`src/rtl/neuron_mac.sv`:
```
// Eight-element weighted-sum neuron: accepts a frame of activations over a valid/ready
// handshake, accumulates data*weight with saturation, and reports the sum and a fire flag.
//
// state | meaning
// IDLE  | waiting for element 0; last result retained on sum_o/fire_o
// ACCUM | elements 1..7 being accumulated against the captured weights
// DONE  | result presented on out_valid_o until the consumer takes it

module neuron_mac #(
  parameter int                     WIDTH_P     = 8,
  parameter int                     ACC_WIDTH_P = 16,
  parameter logic [ACC_WIDTH_P-1:0] THRESHOLD_P = 16'd4000
) (
  input  logic                   clk_i,
  input  logic                   rst_ni,
  input  logic [WIDTH_P-1:0]     weight_0,
  input  logic [WIDTH_P-1:0]     weight_1,
  input  logic [WIDTH_P-1:0]     weight_2,
  input  logic [WIDTH_P-1:0]     weight_3,
  input  logic [WIDTH_P-1:0]     weight_4,
  input  logic [WIDTH_P-1:0]     weight_5,
  input  logic [WIDTH_P-1:0]     weight_6,
  input  logic [WIDTH_P-1:0]     weight_7,
  input  logic                   in_valid_i,
  output logic                   in_ready_o,
  input  logic [WIDTH_P-1:0]     in_data_i,
  output logic                   out_valid_o,
  input  logic                   out_ready_i,
  output logic [ACC_WIDTH_P-1:0] sum_o,
  output logic                   fire_o,
  output logic                   busy_o
);

  typedef enum logic [1:0] {
    IDLE  = 2'd0,
    ACCUM = 2'd1,
    DONE  = 2'd2
  } state_t;

  state_t                 state;
  logic [WIDTH_P-1:0]     w_live [8];
  logic [WIDTH_P-1:0]     w_cap  [8];
  logic [2:0]             idx;
  logic [ACC_WIDTH_P-1:0] acc;

  logic                   accept;
  logic [WIDTH_P-1:0]     w_sel;
  logic [2*WIDTH_P-1:0]   prod;
  logic [ACC_WIDTH_P-1:0] prod_ext;
  logic [ACC_WIDTH_P-1:0] acc_base;
  logic [ACC_WIDTH_P:0]   sum_wide;
  logic [ACC_WIDTH_P-1:0] acc_next;

  assign w_live = '{weight_0, weight_1, weight_2, weight_3,
                    weight_4, weight_5, weight_6, weight_7};

  // Element 0 multiplies by the live weight_0 because the capture happens on that same edge.
  always_comb begin
    in_ready_o = (state != DONE);
    accept     = in_valid_i & in_ready_o;
    w_sel      = (state == IDLE) ? w_live[0] : w_cap[idx];
    acc_base   = (state == IDLE) ? '0 : acc;
    prod       = {{WIDTH_P{1'b0}}, in_data_i} * {{WIDTH_P{1'b0}}, w_sel};
    prod_ext   = ACC_WIDTH_P'(prod);
    sum_wide   = {1'b0, acc_base} + {1'b0, prod_ext};
    acc_next   = sum_wide[ACC_WIDTH_P] ? '1 : sum_wide[ACC_WIDTH_P-1:0];
  end

  always_ff @(posedge clk_i or negedge rst_ni) begin
    if (!rst_ni) begin
      state       <= IDLE;
      acc         <= '0;
      idx         <= '0;
      sum_o       <= '0;
      fire_o      <= 1'b0;
      out_valid_o <= 1'b0;
      busy_o      <= 1'b0;
      for (int i = 0; i < 8; i++) w_cap[i] <= '0;
    end else begin
      case (state)
        IDLE: begin
          if (accept) begin
            w_cap  <= w_live;
            acc    <= acc_next;
            idx    <= 3'd1;
            state  <= ACCUM;
            busy_o <= 1'b1;
          end
        end
        ACCUM: begin
          if (accept) begin
            acc <= acc_next;
            idx <= idx + 3'd1;
            if (idx == 3'd7) begin
              state       <= DONE;
              busy_o      <= 1'b0;
              out_valid_o <= 1'b1;
              sum_o       <= acc_next;
              fire_o      <= (acc_next >= THRESHOLD_P);
            end
          end
        end
        DONE: begin
          if (out_ready_i) begin
            state       <= IDLE;
            out_valid_o <= 1'b0;
          end
        end
        default: begin
          state       <= IDLE;
          busy_o      <= 1'b0;
          out_valid_o <= 1'b0;
        end
      endcase
    end
  end

endmodule
```
`config.mk`:
```
export PLATFORM = sky130hd
export DESIGN_NAME = neuron_mac
export DESIGN_NICKNAME = d
export VERILOG_FILES = /design/src/rtl/neuron_mac.sv
export SDC_FILE = /design/constraint.sdc
export NUM_CORES = 1
export LEC_CHECK = 0
export CAP_MARGIN = 20
export CORE_AREA = 2 2 126 128
export CTS_BUF_LIST = sky130_fd_sc_hd__clkbuf_4 sky130_fd_sc_hd__clkbuf_8 sky130_fd_sc_hd__clkbuf_16
export DETAILED_ROUTE_END_ITERATION = 10
export DIE_AREA = 0 0 128 130
export GPL_ROUTABILITY_DRIVEN = 0
export GPL_TIMING_DRIVEN = 0
export PLACE_DENSITY = 0.7
export SLEW_MARGIN = 10
export SYNTH_ARGS = -nofsm -noshare
export SYNTH_HDL_FRONTEND = slang
export SYNTH_SLANG_ARGS = --single-unit
```
`constraint.sdc`:
```
create_clock -name clk_i -period 7.35 [get_ports clk_i]
set_input_delay 1.47 -clock clk_i [delete_from_list [all_inputs] [get_ports clk_i]]
set_output_delay 1.47 -clock clk_i [all_outputs]
set_load 0.01 [all_outputs]
```
# Word level (Yosys, flattened, before mapping)
# Index checks and enable logic that the tools add are counted.
# Widths: inputs -> output; s select.
# word_totals
regBits,104
n_memories,0
latchBits,0
mem_bits_rw,0
output_inout_bits,20
wordCells,64
inputBits,76
romBits,0
# classes
n_div,0
magnitude_cmp,2
n_addsub,2
shift,0
reduce_logical,10
mux,22
n_eq_ne,8
bitwise,4
multipliers,1
# op_table
op,n
$mux 16,2
$bmux 8 s3,1
$mux 8,3
$add 16x16->17,1
$ge 16x12->1 const B,1
$mul 8x8->16,1
$reduce_and 4->1,3
$ne 2x2->1 const B,5
$mux 2,4
$mux 1,6
$mux 3,2
$pmux 1 s3,2
$pmux 2 s3,1
$pmux 3 s2,1
$reduce_and 3->1,2
$ge 4x4->1 const B,1
$not 3->4,1
$reduce_and 2->1,2
$add 3x1->3 const B,1
$eq 3x3->1 const B,1
$eq 2x1->1 const B,1
$eq 2x2->1 const B,1
$logic_not 2->1,1
$not 1->1,2
3 further kinds,3

# Longest topological paths before layout
# Gate-level depths: netlist (run 1).
# depth
word_depth,9
mapped_depth,24

# Worst setup path before layout (run 1)
# No wires, ideal clock.
# synth_timing
path_type,input to register
start,input port weight_0[7]
end,register acc[9]
path_buffers,1
required_time_ns,7.267
setup_time_ns,0.083
setup_slack_ns,1.598
arrival_ns,5.669
path_stages,17
path_cell_list,a21oi_1 nor2b_1 fa_1 fa_1 inv_1 fa_1 fa_1 inv_1 ha_1 a21oi_1 o21ai_0 a21oi_1 o221ai_2 xnor2_2 buf_6 nor2_1 o21ai_0
# synth_between
elab_chain_cells,4
# synth_rtl
item,line_no,rtl
"start, declared",16,"input logic [WIDTH_P-1:0] weight_0,"
$mux 8,61,w_sel = (state == IDLE) ? w_live[0] : w_cap[idx];
$mul 8x8->16,63,"prod = {{WIDTH_P{1'b0}}, in_data_i} * {{WIDTH_P{1'b0}}, w_sel};"
$add 16x16->17,65,"sum_wide = {1'b0, acc_base} + {1'b0, prod_ext};"
$mux 16,66,acc_next = sum_wide[ACC_WIDTH_P] ? '1 : sum_wide[ACC_WIDTH_P-1:0];
"end signal, assigned",84,acc <= acc_next;
"end signal, assigned",92,acc <= acc_next;
"end, declared",44,logic [ACC_WIDTH_P-1:0] acc;
# No other way between the ends.
# A chain may end at the register's enable or synchronous reset.

# Worst setup path after layout (run 1)
# layout_timing
start,register idx[1]
end,register sum_o[6]
# layout_between
elab_chain_cells,8
# layout_rtl
item,line_no,rtl
"start, declared",43,logic [2:0] idx;
"start signal, assigned",93,idx <= idx + 3'd1;
$not 3->4 (implied by the code),61,
$bmux 8 s3,61,
$mux 8 (implied by the code) (2 in series),61,
$mux 8,61,
$mul 8x8->16,63,
$add 16x16->17,65,
$mux 16,66,
"end signal, assigned",98,sum_o <= acc_next;
"end, declared",29,"output logic [ACC_WIDTH_P-1:0] sum_o,"
# Parallel ways exist; a longest one is shown, timed or not. The select of a mux whose other input is x is not followed.

==> results.tsv, run 1 <==
metric	value	unit
cp_top_family	adder cells	
cts.htree.levels	3	
worst_skew_pair.late_latency	360	ps
firstDrtPassIters	5	
synth_ff_type	dfrtp_1	
wl_per_cell	16.3	um
synth_nets	831	
syn_avg_cell_area	10.7	sq um
synth.area.top_cells	dfrtp_1, fa_1, mux2_2, ha_1, mux4_2	
grt_use_met2	34.4	%
drv_slew	0	
relSlewSlack	51.5	%
netlist.area_leader.share	36.4	%
yosys_warnings	0	
final_area	0.00869	sq mm
holdPathEnd	acc[9]$_DFFE_PN0P_	
syn_to_final_growth	21.4	%
cts.sinks	104	
grt-ovfl-total	0	
antennaDiodeCount	0	
cts-root-buf	clkbuf_16	
dr_total_vias	5098	
grtUsageMet3	4.63	%
pre_cts_ws	416	ps
grt-busiest-layer	met2	
async_reset_ff_share	100	%
clk_path_buf_depth	2	
synth_edf_count	0	
worstReg2RegEnd	sum_o[6]$_DFFE_PN0P_	
ys_seq_area_share	36.4	%
cpMaxStageDelayCell	a21oi_1	
io_pins	96	
hp-class	flop to flop	
period_needed	6770	ps
postPlaceCellArea	0.00837	sq mm
synth_cell_types	43	
grt_usage	20.2	%
antenna_left	0	
post_cts_buffers	0	
max_stage_delay	570	ps
fin_hold_ws	479	ps
cts_tree	yes	
cts_made_buffers	9	
antenna_found_initial	0	
die_y	130	um
path_cells	clkbuf_1 > buf_2 > mux4_2 > mux2i_1 > nor2_1 > a21oi_1 > nor2b_1 > fa_1 > fa_1 > inv_1 > fa_1 > fa_1 > inv_1 > ha_1 > a21oi_1 > o21ai_0 > a21oi_1 > o221ai_2 > xnor2_2 > buf_6 > nor2_1 > o21ai_0	
portBuffers	95	
setup_ws	580	ps
start_util	46.4	%
finalNetCount	938	
rsz0062_at_grt	no	
cp-start-kind	flop	
routed_wl	15.8	mm
max_slew.worst_pin.slew	723	ps
drt_iter0_markers	199	
cts_hold_buf	0	
yosysTopAreaCell	dfrtp_1	
routed_via_density	5.26	
fp.dieArea	0.0166	sq mm
regToRegSetupSlack	580	ps
cts_resized	0	
grt_max_degree	68	
outcome	completed	
grt_pass1_vias	5316	
synth_area	0.00716	sq mm
hold_path_depth	2	
detailed_place_hpwl	12.7	mm
period_share	92.1	%
r2r_start	idx[1]$_DFFE_PN0P_	
met1_usage	25.9	%
drc_errors	0	
die_w	128	um
hold_viol	0	
critPathRequiredTime	7610	ps
path_clk_slew	70	ps
clock_skew	10.4	ps
setup_viol	0	
grt_first_pass_wirelength	26.1	mm
cap_violations	0	
fmax	148	MHz
drive_above_1_share	15.3	%
fin_tns_setup	0	ps
path_buf_inv	5	
crit_arrival	7030	ps
fp-row-count	46	
r2r_cells	22	
ys_seq_elements	104	
critPathMaxFanout	10	
min_from	acc[9]$_DFFE_PN0P_	
critPathMostFrequentCell	fa_1	
core	0.0154	sq mm
netlist_instances	666	
cp-end-kind	flop	
critical_path_class	flop to flop	
-- sequential cells by signal, summed over array words and instances (netlist names) --
name	count
sum_o	16
state	2
acc	16
out_valid_o	1
busy_o	1
fire_o	1
idx	3
w_cap	64
-- metrics by stage --
stage / instances / utilization (%)
floorplan: 666 / -
global placement: 953 / 54.1
detailed placement: 954 / 54.3
CTS: 969 / 56.3
global route: 969 / 56.3
finish: 969 / 56.3
-- worst max path at each step --
| stage | slack [ps] | start | end | depth (start not counted) |
|---|---|---|---|---|
| after detailed placement | 420 | weight_0[1] | sum_o[14]$_DFFE_PN0P_ | 19 |
| after global placement | 560 | weight_0[1] | acc[14]$_DFFE_PN0P_ | 19 |
| after CTS | 540 | idx[1]$_DFFE_PN0P_ | sum_o[6]$_DFFE_PN0P_ | 22 |
| after floorplan | 1600 | weight_0[7] | acc[9]$_DFFE_PN0P_ | 17 |
| final | 580 | idx[1]$_DFFE_PN0P_ | sum_o[6]$_DFFE_PN0P_ | 22 |
| after global routing | 50 | idx[1]$_DFFE_PN0P_ | sum_o[6]$_DFFE_PN0P_ | 22 |
-- placed cells by master (no fill, tap or decap), types with 14 or more instances in the layout --
master,n
inv_1,89
o21ai_0,35
a21oi_1,14
mux4_2,16
clkdlybuf4s50_1,94
nor2b_1,41
dfrtp_1,104
clkbuf_1,14
fa_1,51
nand2_1,71
mux2_2,64
nor2_1,32
ha_1,38
-- cell usage after synthesis, types with 3 or more instances --
| library cell | count |
|---|---|
| clkbuf_1 | 14 |
| a21oi_1 | 14 |
| fa_1 | 51 |
| o21a_1 | 3 |
| o21ai_1 | 6 |
| ha_1 | 38 |
| a21oi_2 | 4 |
| and2_1 | 10 |
| nand3_1 | 7 |
| nor3_1 | 4 |
| o21ai_0 | 35 |
| nor2_1 | 32 |
| inv_1 | 89 |
| xor2_1 | 3 |
| buf_2 | 8 |
| mux4_2 | 16 |
| mux2_2 | 64 |
| dfrtp_1 | 104 |
| nor2b_1 | 41 |
| nand2_1 | 71 |
| xnor2_1 | 6 |
| mux2i_1 | 8 |
| nand2b_1 | 12 |
-- worst min-delay path, cell delays in order, from the launching register on --
cell	delay (ps)
dfrtp_1	340
nand2_1	40
o21ai_0	60
-- cell type report --
class	instances	area [sq um]
multi-input combinational	448	4100
clock buffer	9	225
buffer	25	123
inverter	89	334
tap	192	240
fill	1344	6730
sequential	104	2600
clock inverter	6	92.6
timing repair buffer	96	976
-- logic make-up (layout without fill, tap and decap cells) --
group / Yosys count / count (layout) / synth area share, %
AOI/OAI and AO/OA: 76 / 76 / 6.29
muxes: 88 / 88 / 16.2
adders and majority gates: 89 / 89 / 20.9
and+or+nand+nor: 185 / 185 / 12.5
xor gates and xnor gates: 10 / 10 / 1.33
buffers and inverters: 114 / 225 / 6.38
DFF: 104 / 104 / 36.4
-- metal layers --
metal  vias up  wire (um)
li1       2390          -
met1      2587       6730
met2       103       8040
met3        18        720
met4         0        270
met5         -          0
Power of run 1 is left out: the tool's default activity adds up to more than one toggle a clock period on the data nets, which glitch-free logic cannot reach.
==> run 2, diff against run 1 <==
ABC_AREA = 0   (was unset)
CORE_AREA = 5 5 129 131   (was 2 2 126 128)
DIE_AREA = 0 0 134 136   (was 0 0 128 130)
==> run 2 against run 1 <==
  * Wire length increased by 1.1%
  * Design area decreased by 0.35%
  * Clock skew decreased by 0.85 ps
  * Via count increased by 0.47%
  * Setup slack improved by 85 ps
  * Clock-buffer cell count unchanged
  * First-iteration DRC count increased by 4.5%
  * Core utilization decreased by 0.40 points
==> results.tsv, run 2 (synthesis gave the netlist of run 1 again) <==
metric	value	unit	change
drt_iter0_markers	208		+4.5%
outcome	completed		
multi_input_area	0.00410	sq mm	unchanged
fin_hold_ws	485	ps	+6.29 ps
grt_first_pass_wirelength	26.6	mm	+2.2%
finalNetCount	938		unchanged
cts_hold_buf	0		unchanged
drive_above_1_share	15.4	%	+0.11 points
period_share	91.0	%	-1.2 points
largest_reg_flops	64		unchanged
grt_max_degree	68		unchanged
wirelength_met1	6.82	mm	+1.2%
grt_pass1_vias	5477		+3.0%
route.met2.wl	8.06	mm	+0.34%
cts.sinks	104		unchanged
path_cells	clkbuf_1 > buf_2 > mux4_2 > mux2i_1 > nor2_1 > a21oi_1 > nor2b_1 > fa_1 > fa_1 > inv_1 > fa_1 > fa_1 > inv_1 > ha_1 > a21oi_1 > o21ai_0 > a21oi_1 > o221ai_2 > xnor2_2 > buf_6 > nor2_1 > o21ai_0		
dr_total_vias	5122		+0.47%
path_buf_inv	5		unchanged
hp-class	flop to flop		
worst_skew_pair.late_latency	360	ps	about the same
critPathMaxFanout	10		unchanged
cts_tree	yes		
antennaDiodeCount	0		unchanged
final_common_cell	dfrtp_1		
io_pins	96		unchanged
period_needed	6690	ps	-84.8 ps
grt_usage	18.3	%	-1.9 points
wl_per_cell	16.4	um	+0.97%
post_cts_buffers	0		unchanged
portBuffers	95		unchanged
detailed_place_hpwl	12.8	mm	+1.1%
cp-start-kind	flop		
drv_slew	0		unchanged
firstDrtPassIters	4		-1
relSlewSlack	45.6	%	-5.9 points
path_clk_slew	70	ps	about the same
cts_made_buffers	9		unchanged
rsz0062_at_grt	no		
utilization	55.9	%	-0.40 points
wl_met3	687	um	-4.6%
crit_arrival	6960	ps	-70 ps
fp-row-count	46		unchanged
hold_viol	0		unchanged
max_stage_delay	550	ps	-20 ps
antenna_left	0		unchanged
fmax	150	MHz	+1.3%
cp_top_family	adder cells		
die_y	136	um	+4.6%
cts_resized	0		unchanged
cpMaxStageDelayCell	a21oi_1		
cts.htree.levels	3		unchanged
reg.largest.list	w_cap: 64 flops, acc: 16 flops, sum_o: 16 flops		
critical_path_class	flop to flop		
core	0.0155	sq mm	+0.37%
grt-ovfl-total	0		unchanged
cap_violations	0		unchanged
cp-end-kind	flop		
fp.dieArea	0.0182	sq mm	+9.5%
antenna_found_initial	0		unchanged
nFillCells	1316		-2.1%
clk_path_buf_depth	2		unchanged
routed_via_density	5.28		+0.37%
highest_layer	met4		
final-seq-area	0.00260	sq mm	unchanged
regMostFlops	w_cap		
clock_skew	9.54	ps	-0.848 ps
syn_to_final_growth	21.0	%	
cts-root-buf	clkbuf_16		
max_slew.worst_pin.slew	811	ps	+88.4 ps
start_util	46.2	%	-0.17 points
critPathMostFrequentCell	fa_1		
final_cell_mix	dfrtp_1, clkdlybuf4s50_1, inv_1		
critPathRequiredTime	7620	ps	about the same
die_w	134	um	+4.7%
setup_viol	0		unchanged
routed_wl	15.9	mm	+1.1%
fin_tns_setup	0	ps	unchanged
drc_errors	0		unchanged
[run 2: worst register-to-register path: stages (launching register included)]
cell	delay (ps)
dfrtp_1	350
clkbuf_1	460
buf_2	380
mux4_2	360
mux2i_1	150
nor2_1	50
a21oi_1	550
nor2b_1	150
fa_1	530
fa_1	550
inv_1	50
fa_1	500
fa_1	540
inv_1	40
ha_1	340
a21oi_1	280
o21ai_0	120
a21oi_1	240
o221ai_2	160
xnor2_2	370
buf_6	200
nor2_1	70
o21ai_0	180
[run 2: cell type report]
class	instances	area share (%)
clock buffers	9	2.60
inverters	89	3.86
plain buffers	25	1.42
flip-flops and latches	104	30.0
well taps	192	2.77
clock inverters	7	0.722
repair buffers	96	11.3
multi-input cells	448	47.3
[run 2: through the flow]
stage / instance area, sq um / worst slack (ps) / std cells
floorplan: 7160 / 1600 / 666
global placement: 8350 / 573 / 953
finish: 8660 / 665 / 970
detailed placement: 8370 / 486 / 954
CTS: 8660 / 629 / 970
global route: 8660 / 330 / 970
[run 2: path summary, 6_finish.rpt]
kind                                     from                    end  slack [ps]  cells past startpoint
min in group asynchronous              rst_ni   sum_o[2]$_DFFE_PN0P_        1080                      1
max in group asynchronous              rst_ni  w_cap[55]$_DFFE_PN0P_        5560                      2
max                        idx[1]$_DFFE_PN0P_    acc[11]$_DFFE_PN0P_         660                     22
min reg2reg                acc[8]$_DFFE_PN0P_     acc[8]$_DFFE_PN0P_         490                      2
max reg2reg                idx[1]$_DFFE_PN0P_    acc[11]$_DFFE_PN0P_         660                     22
min                        acc[8]$_DFFE_PN0P_     acc[8]$_DFFE_PN0P_         490                      2
[run 2: routing by layer]
metal  global-route usage (%)  up-vias
met5                        0        -
met4                     6.06        0
met3                     3.66       24
met2                     31.1      114
met1                     23.7     2602
li1                         -     2382
Power of run 2 is left out for the same reason.
==> run 3, diff against run 2 <==
ABC_AREA = unset   (was 0)
CORE_AREA = 5 5 164 103   (was 5 5 129 131)
DIE_AREA = 0 0 169 108   (was 0 0 134 136)
==> run 3 against run 2 <==
  * Design area is 0.22% higher
  * Die area up 0.15%
  * Final cell count increased by 1.1%
  * Maximum frequency is 1.7% lower
  * Setup slack worse by 120 ps
  * Sequential cell count did not move
  * First-iteration DRC count rose by 33%
  * Critical path type unchanged
==> results.tsv, run 3 (synthesis gave the netlist of run 1 again) <==
metric	value	unit	change
routed_via_density	5.20		-1.4%
io_pins	96		unchanged
path_clk_slew	80	ps	about the same
hp-class	flop to flop		
fp-row-count	35		-24%
cts.htree.levels	3		unchanged
nFillCells	1244		-5.5%
clock_skew	12.5	ps	+2.92 ps
antenna_left	0		unchanged
wl_per_cell	18.3	um	+11%
final_cell_mix	dfrtp_1, clkdlybuf4s50_1, inv_1		
fmax	147	MHz	-1.7%
antenna_found_initial	0		unchanged
cpMaxStageDelayCell	fa_1		
cp-start-kind	flop		
grt_pass1_vias	5510		+0.60%
cts_hold_buf	0		unchanged
critPathRequiredTime	7610	ps	about the same
post_cts_buffers	0		unchanged
final_common_cell	dfrtp_1		
cts-root-buf	clkbuf_16		
fp.dieArea	0.0183	sq mm	+0.15%
reg.largest.list	w_cap: 64 flops, acc: 16 flops, sum_o: 16 flops		
max_stage_delay	560	ps	about the same
grt_first_pass_wirelength	29.5	mm	+11%
die_w	169	um	+26%
final-seq-area	0.00260	sq mm	unchanged
rsz0062_at_grt	no		
worst_skew_pair.late_latency	360	ps	about the same
firstDrtPassIters	5		+1
core	0.0151	sq mm	-2.4%
portBuffers	95		unchanged
critPathMaxFanout	10		unchanged
drc_errors	0		unchanged
max_slew.worst_pin.slew	791	ps	-19.8 ps
grt_max_degree	67		-1.5%
cts.sinks	104		unchanged
cp-end-kind	flop		
regMostFlops	w_cap		
finalNetCount	938		unchanged
cts_made_buffers	9		unchanged
relSlewSlack	47.2	%	+1.7 points
outcome	completed		
grt_usage	20.6	%	+2.2 points
critPathMostFrequentCell	fa_1		
period_needed	6800	ps	+117 ps
clk_path_buf_depth	2		unchanged
drv_slew	0		unchanged
multi_input_area	0.00410	sq mm	unchanged
start_util	47.4	%	+1.1 points
drt_iter0_markers	277		+33%
path_cells	clkbuf_1 > buf_2 > mux4_2 > mux2i_1 > nor2_1 > a21oi_1 > nor2b_1 > fa_1 > fa_1 > inv_1 > fa_1 > fa_1 > inv_1 > ha_1 > a21oi_1 > o21ai_0 > a21oi_1 > o221ai_2 > xnor2_2 > buf_6 > nor2_1 > o21ai_0		
cp_top_family	adder cells		
cap_violations	0		unchanged
syn_to_final_growth	21.3	%	
setup_viol	0		unchanged
detailed_place_hpwl	14.2	mm	+11%
drive_above_1_share	15.4	%	unchanged
cts_resized	0		unchanged
hold_viol	0		unchanged
grt-ovfl-total	0		unchanged
crit_arrival	7060	ps	+100 ps
die_y	108	um	-21%
critical_path_class	flop to flop		
largest_reg_flops	64		unchanged
period_share	92.5	%	+1.6 points
cts_tree	yes		
path_buf_inv	5		unchanged
fin_tns_setup	0	ps	unchanged
routed_wl	18.0	mm	+13%
antennaDiodeCount	0		unchanged
dr_total_vias	5105		-0.33%
run 3: cell count changes in the layout (fill, tap and decap cells not counted), sizes merged:
cell    delta
clkinv     -1
inv        +1
run 3: final timing paths:
kind | startpoint | end | slack (ps) | cells past startpoint
setup / recovery | idx[1]$_DFFE_PN0P_ | sum_o[6]$_DFFE_PN0P_ | 550 | 22
hold / removal | acc[0]$_DFFE_PN0P_ | acc[0]$_DFFE_PN0P_ | 480 | 2
setup reg to reg | idx[1]$_DFFE_PN0P_ | sum_o[6]$_DFFE_PN0P_ | 550 | 22
hold reg to reg | acc[0]$_DFFE_PN0P_ | acc[0]$_DFFE_PN0P_ | 480 | 2
max in group asynchronous | rst_ni | sum_o[8]$_DFFE_PN0P_ | 5560 | 2
min in group asynchronous | rst_ni | w_cap[20]$_DFFE_PN0P_ | 1090 | 1
run 3: area by class of cell:
class | instances | share of cell area, %
clock inverters | 7 | 0.778
multi-input cells | 448 | 47.2
well taps | 203 | 2.93
clock buffers | 9 | 2.59
flip-flops and latches | 104 | 30.0
plain buffers | 25 | 1.41
repair buffers | 96 | 11.2
inverters | 89 | 3.85
run 3: worst register-to-register path, stage by stage (launching register included):
cell and delay [ps]:
dfrtp_1 360, clkbuf_1 470, buf_2 410, mux4_2 350
mux2i_1 140, nor2_1 50, a21oi_1 530, nor2b_1 150
fa_1 510, fa_1 540, inv_1 60, fa_1 500
fa_1 560, inv_1 40, ha_1 340, a21oi_1 280
o21ai_0 110, a21oi_1 260, o221ai_2 170, xnor2_2 380
buf_6 210, nor2_1 70, o21ai_0 210
run 3: through the flow:
stage / util (%) / hold WS [ps] / area (sq um) / setup slack, ps / cells
finish: 57.4 / 479 / 8680 / 548 / 981
CTS: 57.4 / 480 / 8680 / 522 / 981
global placement: 55.3 / 458 / 8360 / 527 / 964
floorplan: - / 442 / 7160 / 1600 / 666
detailed placement: 55.5 / 463 / 8390 / 427 / 965
global route: 57.4 / 514 / 8680 / 51.8 / 981
run 3: routing by layer:
metal	vias to the layer above	wire length [um]	global-route usage (%)
met1	2563	9140	32.2
met4	0	130	3.33
li1	2391	-	-
met2	139	7710	29.7
met5	-	0	0
met3	12	964	4.64
Power of run 3 is left out for the same reason.
